## src/rtl/branch_predictor_if.sv

```systemverilog
// Fetch-prediction and execute-resolution bundle shared by the pipeline and the branch predictor.
// The pipeline drives the master side; the predictor takes the slave side.
interface branch_predictor_if;
    logic [31:0] if_pc;
    logic        pred_taken;
    logic [31:0] pred_target;
    logic        ex_valid;
    logic        ex_is_branch;
    logic [31:0] ex_pc;
    logic        ex_taken;
    logic [31:0] ex_target;
    logic        ex_pred_taken;
    logic [31:0] ex_pred_target;
    logic        mispredict;
    logic [31:0] redirect_pc;
    logic [31:0] perf_branches;
    logic [31:0] perf_mispredicts;

    modport master (
        output if_pc, ex_valid, ex_is_branch, ex_pc, ex_taken, ex_target,
               ex_pred_taken, ex_pred_target,
        input  pred_taken, pred_target, mispredict, redirect_pc,
               perf_branches, perf_mispredicts
    );

    modport slave (
        input  if_pc, ex_valid, ex_is_branch, ex_pc, ex_taken, ex_target,
               ex_pred_taken, ex_pred_target,
        output pred_taken, pred_target, mispredict, redirect_pc,
               perf_branches, perf_mispredicts
    );
endinterface

```

## src/rtl/branch_predictor.sv

```systemverilog
// Purpose: direct-mapped BHT (2-bit counters) + BTB predictor with EX-stage update and mispredict redirect.
// Latency: prediction and mispredict are combinational; table/perf updates are visible the next cycle.
// Backpressure: none; the pipeline must present each EX instruction with ex_valid=1 exactly once.
module branch_predictor #(
    parameter int ENTRIES = 16,
    parameter int IDX_W   = $clog2(ENTRIES)
) (
    input  logic            clk,
    input  logic            rst_n,
    branch_predictor_if.slave bp
);
    localparam int TAG_W = 30 - IDX_W;

    logic [1:0]       r_cnt [ENTRIES];
    logic [ENTRIES-1:0] r_vld;
    logic [TAG_W-1:0] r_tag [ENTRIES];
    logic [31:0]      r_tgt [ENTRIES];
    logic [31:0]      r_perf_br;
    logic [31:0]      r_perf_mis;

    logic [IDX_W-1:0] w_if_idx;
    logic [IDX_W-1:0] w_ex_idx;
    logic [TAG_W-1:0] w_if_tag;
    logic [TAG_W-1:0] w_ex_tag;
    logic             w_hit;
    logic             w_br;
    logic             w_alias;
    logic             w_mis;

    assign w_if_idx = bp.if_pc[IDX_W+1:2];
    assign w_if_tag = bp.if_pc[31:IDX_W+2];
    assign w_ex_idx = bp.ex_pc[IDX_W+1:2];
    assign w_ex_tag = bp.ex_pc[31:IDX_W+2];

    // Prediction reads registered state only: an update to the same index shows up next cycle.
    assign w_hit          = r_vld[w_if_idx] && (r_tag[w_if_idx] == w_if_tag);
    assign bp.pred_taken  = w_hit && r_cnt[w_if_idx][1];
    assign bp.pred_target = bp.pred_taken ? r_tgt[w_if_idx] : bp.if_pc + 32'd4;

    assign w_br    = bp.ex_valid && bp.ex_is_branch;
    assign w_alias = bp.ex_valid && !bp.ex_is_branch && bp.ex_pred_taken;

    always_comb begin
        w_mis = 1'b0;
        if (w_br) begin
            w_mis = (bp.ex_taken != bp.ex_pred_taken) ||
                    (bp.ex_taken && (bp.ex_pred_target != bp.ex_target));
        end else if (w_alias) begin
            w_mis = 1'b1;
        end
    end

    assign bp.mispredict       = w_mis;
    assign bp.redirect_pc      = (w_br && bp.ex_taken) ? bp.ex_target : bp.ex_pc + 32'd4;
    assign bp.perf_branches    = r_perf_br;
    assign bp.perf_mispredicts = r_perf_mis;

    always_ff @(posedge clk) begin
        if (!rst_n) begin
            for (int i = 0; i < ENTRIES; i++) begin
                r_cnt[i] <= 2'b01;
            end
            r_vld      <= '0;
            r_perf_br  <= '0;
            r_perf_mis <= '0;
        end else begin
            if (w_br) begin
                if (bp.ex_taken) begin
                    if (r_cnt[w_ex_idx] != 2'b11) begin
                        r_cnt[w_ex_idx] <= r_cnt[w_ex_idx] + 2'd1;
                    end
                    r_vld[w_ex_idx] <= 1'b1;
                end else if (r_cnt[w_ex_idx] != 2'b00) begin
                    r_cnt[w_ex_idx] <= r_cnt[w_ex_idx] - 2'd1;
                end
            end else if (w_alias) begin
                r_vld[w_ex_idx] <= 1'b0;
            end
            if (w_br && (r_perf_br != 32'hFFFF_FFFF)) begin
                r_perf_br <= r_perf_br + 32'd1;
            end
            if (w_mis && (r_perf_mis != 32'hFFFF_FFFF)) begin
                r_perf_mis <= r_perf_mis + 32'd1;
            end
        end
    end

    // Tag/target need no reset: they are only observed through a set valid bit.
    always_ff @(posedge clk) begin
        if (rst_n && w_br && bp.ex_taken) begin
            r_tag[w_ex_idx] <= w_ex_tag;
            r_tgt[w_ex_idx] <= bp.ex_target;
        end
    end
endmodule

```

## src/flat_wrapper.sv

```systemverilog
// flat-port wrapper written by rule: the top's interface ports become plain ports
module branch_predictor_flat 
#(
    parameter int ENTRIES = 16,
    parameter int IDX_W   = $clog2(ENTRIES)
)
  (clk, rst_n, bp_if_pc, bp_ex_valid, bp_ex_is_branch, bp_ex_pc, bp_ex_taken, bp_ex_target, bp_ex_pred_taken, bp_ex_pred_target, bp_pred_taken, bp_pred_target, bp_mispredict, bp_redirect_pc, bp_perf_branches, bp_perf_mispredicts);
  branch_predictor_if bp_i ();
  input  logic clk;
  input  logic rst_n;
  input wire logic [$bits(bp_i.if_pc)-1:0] bp_if_pc;
  input wire logic [$bits(bp_i.ex_valid)-1:0] bp_ex_valid;
  input wire logic [$bits(bp_i.ex_is_branch)-1:0] bp_ex_is_branch;
  input wire logic [$bits(bp_i.ex_pc)-1:0] bp_ex_pc;
  input wire logic [$bits(bp_i.ex_taken)-1:0] bp_ex_taken;
  input wire logic [$bits(bp_i.ex_target)-1:0] bp_ex_target;
  input wire logic [$bits(bp_i.ex_pred_taken)-1:0] bp_ex_pred_taken;
  input wire logic [$bits(bp_i.ex_pred_target)-1:0] bp_ex_pred_target;
  output wire logic [$bits(bp_i.pred_taken)-1:0] bp_pred_taken;
  output wire logic [$bits(bp_i.pred_target)-1:0] bp_pred_target;
  output wire logic [$bits(bp_i.mispredict)-1:0] bp_mispredict;
  output wire logic [$bits(bp_i.redirect_pc)-1:0] bp_redirect_pc;
  output wire logic [$bits(bp_i.perf_branches)-1:0] bp_perf_branches;
  output wire logic [$bits(bp_i.perf_mispredicts)-1:0] bp_perf_mispredicts;
  assign bp_i.if_pc = bp_if_pc;
  assign bp_i.ex_valid = bp_ex_valid;
  assign bp_i.ex_is_branch = bp_ex_is_branch;
  assign bp_i.ex_pc = bp_ex_pc;
  assign bp_i.ex_taken = bp_ex_taken;
  assign bp_i.ex_target = bp_ex_target;
  assign bp_i.ex_pred_taken = bp_ex_pred_taken;
  assign bp_i.ex_pred_target = bp_ex_pred_target;
  assign bp_pred_taken = bp_i.pred_taken;
  assign bp_pred_target = bp_i.pred_target;
  assign bp_mispredict = bp_i.mispredict;
  assign bp_redirect_pc = bp_i.redirect_pc;
  assign bp_perf_branches = bp_i.perf_branches;
  assign bp_perf_mispredicts = bp_i.perf_mispredicts;
  branch_predictor #(.ENTRIES(ENTRIES), .IDX_W(IDX_W)) u_core (.clk(clk), .rst_n(rst_n), .bp(bp_i));
endmodule
```

## config.mk

```make
export PLATFORM = sky130hd
export DESIGN_NAME = branch_predictor_flat
export DESIGN_NICKNAME = d
export VERILOG_FILES = /design/src/rtl/branch_predictor_if.sv /design/src/rtl/branch_predictor.sv /design/src/flat_wrapper.sv
export SDC_FILE = /design/constraint.sdc
export NUM_CORES = 1
export LEC_CHECK = 0
export CORE_MARGIN = 2
export CORE_UTILIZATION = 54
export CTS_BUF_LIST = sky130_fd_sc_hd__clkbuf_16
export CTS_CLUSTER_SIZE = 20
export DETAILED_ROUTE_END_ITERATION = 6
export PLACE_DENSITY = 0.75
export SLEW_MARGIN = 10
export SYNTH_ARGS = -nofsm -noshare
export SYNTH_HDL_FRONTEND = slang
export SYNTH_SLANG_ARGS = --single-unit
```

## constraint.sdc

```tcl
create_clock -name clk -period 6.6 [get_ports clk]
set_input_delay 1.98 -clock clk [delete_from_list [all_inputs] [get_ports clk]]
set_output_delay 1.98 -clock clk [all_outputs]
set_load 0.005 [all_outputs]
```

Yosys cells after proc, flatten, opt, wreduce, memory -nomap -nowiden
Memory sizes are Yosys's and may differ from the RTL's.
Cells that the tools add are included.
{"block": "word_totals", "wordCells": 72, "regBits": 80, "latchBits": 0, "rom_bits": 0, "n_memories": 3, "output_inout_bits": 130, "inputBits": 134, "ramBits": 960}
{"block": "op_classes", "n_shift": 0, "order_cmp": 3, "n_reduce_logical": 18, "n_bitwise": 4, "n_mux": 28, "add_sub_neg": 6, "n_eq_ne": 7, "mul": 0, "div": 0}
{"memory": "u_core.r_tgt", "words": 16, "width": 32, "rd": 1, "rd_clocked_by_memory_dff": 0, "write_ports": 1, "line_no": "branch_predictor.sv:17", "rtl": "logic [31:0] r_tgt [ENTRIES];"}
{"memory": "u_core.r_tag", "words": 16, "width": 26, "rd": 1, "rd_clocked_by_memory_dff": 0, "write_ports": 1, "line_no": "branch_predictor.sv:16", "rtl": "logic [TAG_W-1:0] r_tag [ENTRIES];"}
{"memory": "u_core.r_cnt", "words": 16, "width": 2, "rd": 2, "rd_clocked_by_memory_dff": 0, "write_ports": 16, "line_no": "branch_predictor.sv:14", "rtl": "logic [1:0] r_cnt [ENTRIES];"}
{"operator": "$add 32x1->32 const B", "n": 2}
{"operator": "$add 32x3->32 const B", "n": 2}
{"operator": "$mux 32", "n": 2}
{"operator": "$ne 32x32->1 const B", "n": 2}
{"operator": "$mux 16", "n": 3}
{"operator": "$ne 32x32->1", "n": 1}
{"operator": "$eq 26x26->1", "n": 1}
{"operator": "$mux 1", "n": 18}
{"operator": "$and 16x16->16", "n": 1}
{"operator": "$not 16->16", "n": 1}
{"operator": "$or 16x16->16", "n": 1}
{"operator": "$logic_and 1x1->1", "n": 12}
{"operator": "$lt 4x5->1 const B", "n": 2}
{"operator": "$bmux 1 s4", "n": 1}
{"operator": "$demux 1 s4", "n": 1}
{"operator": "$ge 4x1->1 const B", "n": 1}
{"operator": "$mux 2", "n": 2}
{"operator": "$mux 4", "n": 1}
{"operator": "$ne 2x2->1 const B", "n": 2}
{"operator": "$reduce_bool 2->1", "n": 2}
{"operator": "$add 2x1->2 const B", "n": 1}
{"operator": "$reduce_and 2->1", "n": 1}
{"operator": "$reduce_or 2->1", "n": 1}
{"operator": "$sub 2x1->2 const B", "n": 1}
{"operator": "other kinds (4)", "n": 4}

Longest topological paths before layout
An unclocked memory read counts as a cell.
{"block": "logic_depth", "word_depth": 10, "ltp_mapped": 14, "ltp_nobuf": 9}

Worst setup path after synthesis
No wires, ideal clock.
{"block": "synth_path", "kind": "input -> output", "startpoint": "input port bp_if_pc[2]", "endpoint": "output port bp_pred_target[10]", "n_path_buf": 7, "cell_stages": 10, "slack_ps": 78, "t_required_ps": 4620, "arrival_ps": 4542, "path_cell_list": "buf_6 -> buf_6 -> buf_4 -> buf_2 -> buf_2 -> buf_2 -> buf_2 -> mux4_2 -> mux4_2 -> mux2_4"}
{"block": "synth_via", "elab_chain_cells": 5, "word_cells_on_any_way": 10, "classes_between": "add/sub: 1; eq/ne: 1; mux: 3; reduce/logical: 2; memory: 3"}
{"element": "from (decl)", "line_no": "flat_wrapper.sv:11", "rtl": "input wire logic [$bits(bp_i.if_pc)-1:0] bp_if_pc;"}
{"element": "$mem_v2 16x26 / $bmux 1 s4 (equally long branches)"}
{"element": "$eq 26x26->1 / $mux 1 (equally long branches)", "line_no": "branch_predictor.sv:36", "rtl": "assign w_hit = r_vld[w_if_idx] && (r_tag[w_if_idx] == w_if_tag);"}
{"element": "$logic_and 1x1->1", "line_no": "branch_predictor.sv:36"}
{"element": "$logic_and 1x1->1", "line_no": "branch_predictor.sv:37", "rtl": "assign bp.pred_taken = w_hit && r_cnt[w_if_idx][1];"}
{"element": "$mux 32 (*)", "line_no": "branch_predictor.sv:38", "rtl": "assign bp.pred_target = bp.pred_taken ? r_tgt[w_if_idx] : bp.if_pc + 32'd4;"}
{"element": "to (decl)", "line_no": "flat_wrapper.sv:20", "rtl": "output wire logic [$bits(bp_i.pred_target)-1:0] bp_pred_target;"}
Mark *: on every way between the ends. The rest lies on a longest branch, timed or not. The select of a mux whose other input is x is not followed.

Worst setup path after layout
{"block": "layout_path", "startpoint": "input port bp_if_pc[2]", "endpoint": "output port bp_pred_target[29]"}
Same word-level chain as after synthesis.

==> results.txt <==
----------------------------------------------------
[Critical path]
  Kind of start point of the critical path ... primary input
  Critical path capture point type ... primary output
  Biggest fanout along the worst timing path ... 6
  Required time of the worst setup path ... 4.62 ns
  Critical setup path kind ... primary input to primary output
  Critical Path AT ... 5.03 ns
  Reg2reg setup slack ... 3.29 ns

[Logic synthesis]
  Cell with the most instances after synthesis ... sky130_fd_sc_hd__edfxtp_1
  Synthesized netlist net count ... 2593
  Post-synthesis async set-or-reset flop share ... 0%
  Post-synth top flop ... sky130_fd_sc_hd__edfxtp_1
  Number of enable-type register cells in the synthesized netlist ... 960
  Share of synthesized area occupied by flip-flops and latches ... a little over two thirds
  Share of the synthesized area in the top cell type ... 65.9%
  Library cell occupying the most area in the post-synthesis netlist ... sky130_fd_sc_hd__edfxtp_1
  Distinct cell type count of the synthesized netlist ... 63
  Most used standard cells in the synthesized netlist ... 960 x sky130_fd_sc_hd__edfxtp_1, 259 x sky130_fd_sc_hd__mux4_2, 119 x sky130_fd_sc_hd__nand2_1, 96 x sky130_fd_sc_hd__o21ai_0
  Warnings, synthesis ... 0
  Mean instance size in the synthesized netlist ... roughly 18 µm²
  Total standard cell area after synthesis ... about 44000 µm²
  Top area cells in the synthesized netlist ... sky130_fd_sc_hd__edfxtp_1 66%, sky130_fd_sc_hd__mux4_2 13%, sky130_fd_sc_hd__dfxtp_1 3.7%
  Gate Count Post-Synth ... approximately 2500
  Flip-flop and latch count after synthesis ... approximately 1000

[Die]
  Die Wd ... between 200 and 300 µm
  Overall die area ... 83300 µm²
  Die boundary height ... 289 µm
  Starting density of the core ... around 54%
  Area of the core region ... 80400 µm²
  Number of placement rows ... 104
  Number of placed I/O pins ... 264

[Global route]
  Global-route usage over all layers ... between 30% and 40%
  Initial antenna violation count ... 6
  Global-route wire length before repair ... about 190 mm
  Maximum number of pins on one net before global-route repair ... 110
  Total congestion overflow after global routing ... 0
  Number of global-route vias before repair ... 27513

[Layout]
  Final #Nets ... between 3000 and 4000
  Area growth, synth to finish ... 23.7%
  Finished Layout Cells ... 4181
  Share of post-route cells with drive strength above 1 ... 30.1%
  Fillcell total ... 5144
  Final cell utilization of the core ... 67.3%

[Detailed routing]
  Vias after detailed routing ... between 20000 and 30000
  WL/cell ... 31.2 µm
  DRC violations left ... 0
  Initial DRC Count ... 4179
  Aggregate routed wire length ... roughly 130 mm
  Post-route ant nets ... 0
  First-pass DRT Iterations ... 6
  Vias per cell ... ~6.5

[STA]
  Final cycle utilization of the critical path ... 106%
  Fin worst setup slack ... -0.413 ns
  Final number of setup-violating endpoints ... 33
  Shortest clock period the worst path allows after layout ... 7.01 ns
  Pins over their slew limit ... 0
  Hold Vio Cnt, Final ... 0
  RSZ-0062 raised after global routing ... true
  Relative max-transition margin ... between 20% and 30%
  Slew at the pin with the worst max-slew slack ... 1.16 ns
  Post-route clock skew ... a little over 0.007 ns
  Max frequency ... 0.143 GHz

[CTS]
  Clock latency reported for the late side of the worst-skew pair ... 0.67 ns
  Maximum buffer depth of the clock tree ... 3
  TritonCTS sink count ... around 1000
  Clock transition time at the flip-flop clock pins of the worst setup and hold paths ... 0.06 ns
  CTS tree ... yes
  Deepest level of the CTS H-tree ... 3
  Clock root cell ... sky130_fd_sc_hd__clkbuf_16
  Inserted Clock Buffers ... 102
  CTS Hold Buffers Added ... 0

[Placement]
  Placed wire-length estimate after detailed placement ... 79.1 mm
  Worst-case setup slack after placement ... -1.24 ns
  Final estimated routing congestion in global placement ... 0.927
  Cells after DPL ... between 3000 and 4000
  Input/output buffers ... 263

[Status]
  Run status ... finished with violations
  Violations in the final reports ... negative setup slack

[Power]
  Relative contribution of the clock network to total power ... 40.1%
  Power density over cell area ... 258 nW/µm²
  Switching share of power ... 22.2%
  Relative contribution of combinational cells to total power ... under 10%
  Total net switching power ... about 3.1 mW
  Internal portion of total power ... 10.9 mW
  Leak pwr ... approximately 18 nW
  Sequential Power Share ... 51.7%
  Worst supply voltage drop on vdd ... 0.000212 V

[Flow run]
  Number of violations of the max-capacitance limit ... 0

[Worst hold path]
  Path category of the worst min-delay check ... flip-flop to flip-flop

----------------------------------------------------
## cells by family (layout without fill, tap and decap cells)
| family | Yosys count | after routing | synth area share (%) |
|---|---|---|---|
| AOI/OAI and AO/OA | 211 | 211 | 3.03 |
| xor gates and xnor gates | 147 | 147 | 2.94 |
| adders and majority gates | 7 | 7 | 0.200 |
| buffers and inverters | 165 | 833 | 1.79 |
| DFF | 1040 | 1040 | 69.5 |
| muxes | 382 | 382 | 16.6 |
| other | 0 | 1 | 0 |
| and+or+nand+nor | 500 | 500 | 5.94 |
## power groups by stage
| stage | Clock, mW | Combinational, mW | Sequential [mW] |
|---|---|---|---|
| after floorplan | 0 | 0.476 | 7.37 |
| after global placement | 0 | 1.05 | 7.37 |
| after detailed placement | 0 | 1.06 | 7.37 |
| after CTS | 5.65 | 1.11 | 7.23 |
| after global routing | 5.88 | 1.19 | 7.23 |
| final | 5.60 | 1.14 | 7.23 |
## what timing repair did
action / in CTS / in global routing
gates resized for setup: 276 / 32
endpoints found under the setup margin: 49 / 43
buffers inserted: 13 / 5
pin swaps: 23 / 12
gates cloned: 9 / 1
## cell usage in the layout, fill, tap and decap left out, types with 7 or more instances in the layout
master,Yosys,routed
sky130_fd_sc_hd__a21boi_0,35,35
sky130_fd_sc_hd__a21oi_1,13,11
sky130_fd_sc_hd__and2_1,39,39
sky130_fd_sc_hd__and3_1,22,21
sky130_fd_sc_hd__and4_1,12,10
sky130_fd_sc_hd__buf_12,0,31
sky130_fd_sc_hd__buf_16,0,11
sky130_fd_sc_hd__buf_2,32,7
sky130_fd_sc_hd__buf_4,7,298
sky130_fd_sc_hd__buf_6,13,37
sky130_fd_sc_hd__clkbuf_16,0,106
sky130_fd_sc_hd__clkdlybuf4s50_1,0,209
sky130_fd_sc_hd__clkinv_1,0,17
sky130_fd_sc_hd__clkinv_2,0,33
sky130_fd_sc_hd__dfxtp_1,80,80
sky130_fd_sc_hd__dlygate4sd2_1,0,11
sky130_fd_sc_hd__edfxtp_1,960,960
sky130_fd_sc_hd__inv_1,28,47
sky130_fd_sc_hd__mux2_2,31,30
sky130_fd_sc_hd__mux2_4,29,30
sky130_fd_sc_hd__mux2i_1,63,57
sky130_fd_sc_hd__mux4_2,259,259
sky130_fd_sc_hd__nand2_1,119,117
sky130_fd_sc_hd__nand2b_1,18,16
sky130_fd_sc_hd__nand3_1,73,73
sky130_fd_sc_hd__nand4_1,37,37
sky130_fd_sc_hd__nor2_1,73,49
sky130_fd_sc_hd__nor2_4,0,20
sky130_fd_sc_hd__nor2b_1,15,15
sky130_fd_sc_hd__nor3_1,20,17
sky130_fd_sc_hd__nor4_1,19,13
sky130_fd_sc_hd__o21ai_0,96,76
sky130_fd_sc_hd__o21ai_1,0,17
sky130_fd_sc_hd__o22ai_1,15,11
sky130_fd_sc_hd__or3_1,36,36
sky130_fd_sc_hd__xnor2_1,78,75
sky130_fd_sc_hd__xor2_1,69,66
## sequential cells by signal (all words and copies together), names as in the netlist, named ones only
signal                      count
u_core.r_tgt                  512
u_core.bp.perf_branches        32
u_core.r_cnt                   32
u_core.bp.perf_mispredicts     32
u_core.r_tag                  416
## worst paths after layout
check                      from                 end  cells past startpoint
max reg2reg  u_core.r_cnt[8][0]  u_core.r_cnt[0][0]                      8
min                   flip-flop           flip-flop                      2
max                 bp_if_pc[2]  bp_pred_target[29]                     14
min reg2reg           flip-flop           flip-flop                      2
## critical path: stages
cell and delay, ns:
sky130_fd_sc_hd__buf_16 0.14, sky130_fd_sc_hd__mux4_2 0.53, sky130_fd_sc_hd__xor2_1 0.20, sky130_fd_sc_hd__nor4_4 0.39, sky130_fd_sc_hd__o21ai_2 0.13, sky130_fd_sc_hd__nor4_4 0.32
sky130_fd_sc_hd__buf_4 0.17, sky130_fd_sc_hd__o211a_1 0.17, sky130_fd_sc_hd__nand4_4 0.10, sky130_fd_sc_hd__buf_12 0.16, sky130_fd_sc_hd__buf_12 0.14, sky130_fd_sc_hd__buf_16 0.15
sky130_fd_sc_hd__mux2_4 0.30, sky130_fd_sc_hd__buf_6 0.11
## metrics by stage
stage	power (mW)	setup TNS [ns]	hold slack [ns]	instance area [µm²]
2_1_floorplan	7.84	0	0.452	43800
3_3_place_gp	8.41	-34.78	0.468	50000
3_5_place_dp	8.43	-35.64	0.486	50000
4_1_cts	14.0	-10.47	0.494	54000
5_1_grt	14.3	-12.95	0.514	54100
6_report	14.0	-12.26	0.500	54100
## layer usage
metal	track usage, %	part of all wire, %	vias up
met5	0	0.061	-
met4	10.4	3.4	12
met3	7.90	13	335
met2	50.0	48	2048
met1	43.5	36	13787
li1	-	-	10996
## layout make-up
cell class              count  area, µm²  share of cell area (%)
flip-flops and latches   1040      30400                    56.2
multi-input cells        1247      13100                    24.1
repair buffers            615       5980                    11.0
clock buffers             105       2630                    4.85
well taps                1060       1330                    2.45
clock inverters            84        594                    1.10
inverters                  29        116                   0.215
diodes                      1       2.50                 0.00462
No activity file was read; power rests on OpenSTA's default activity.
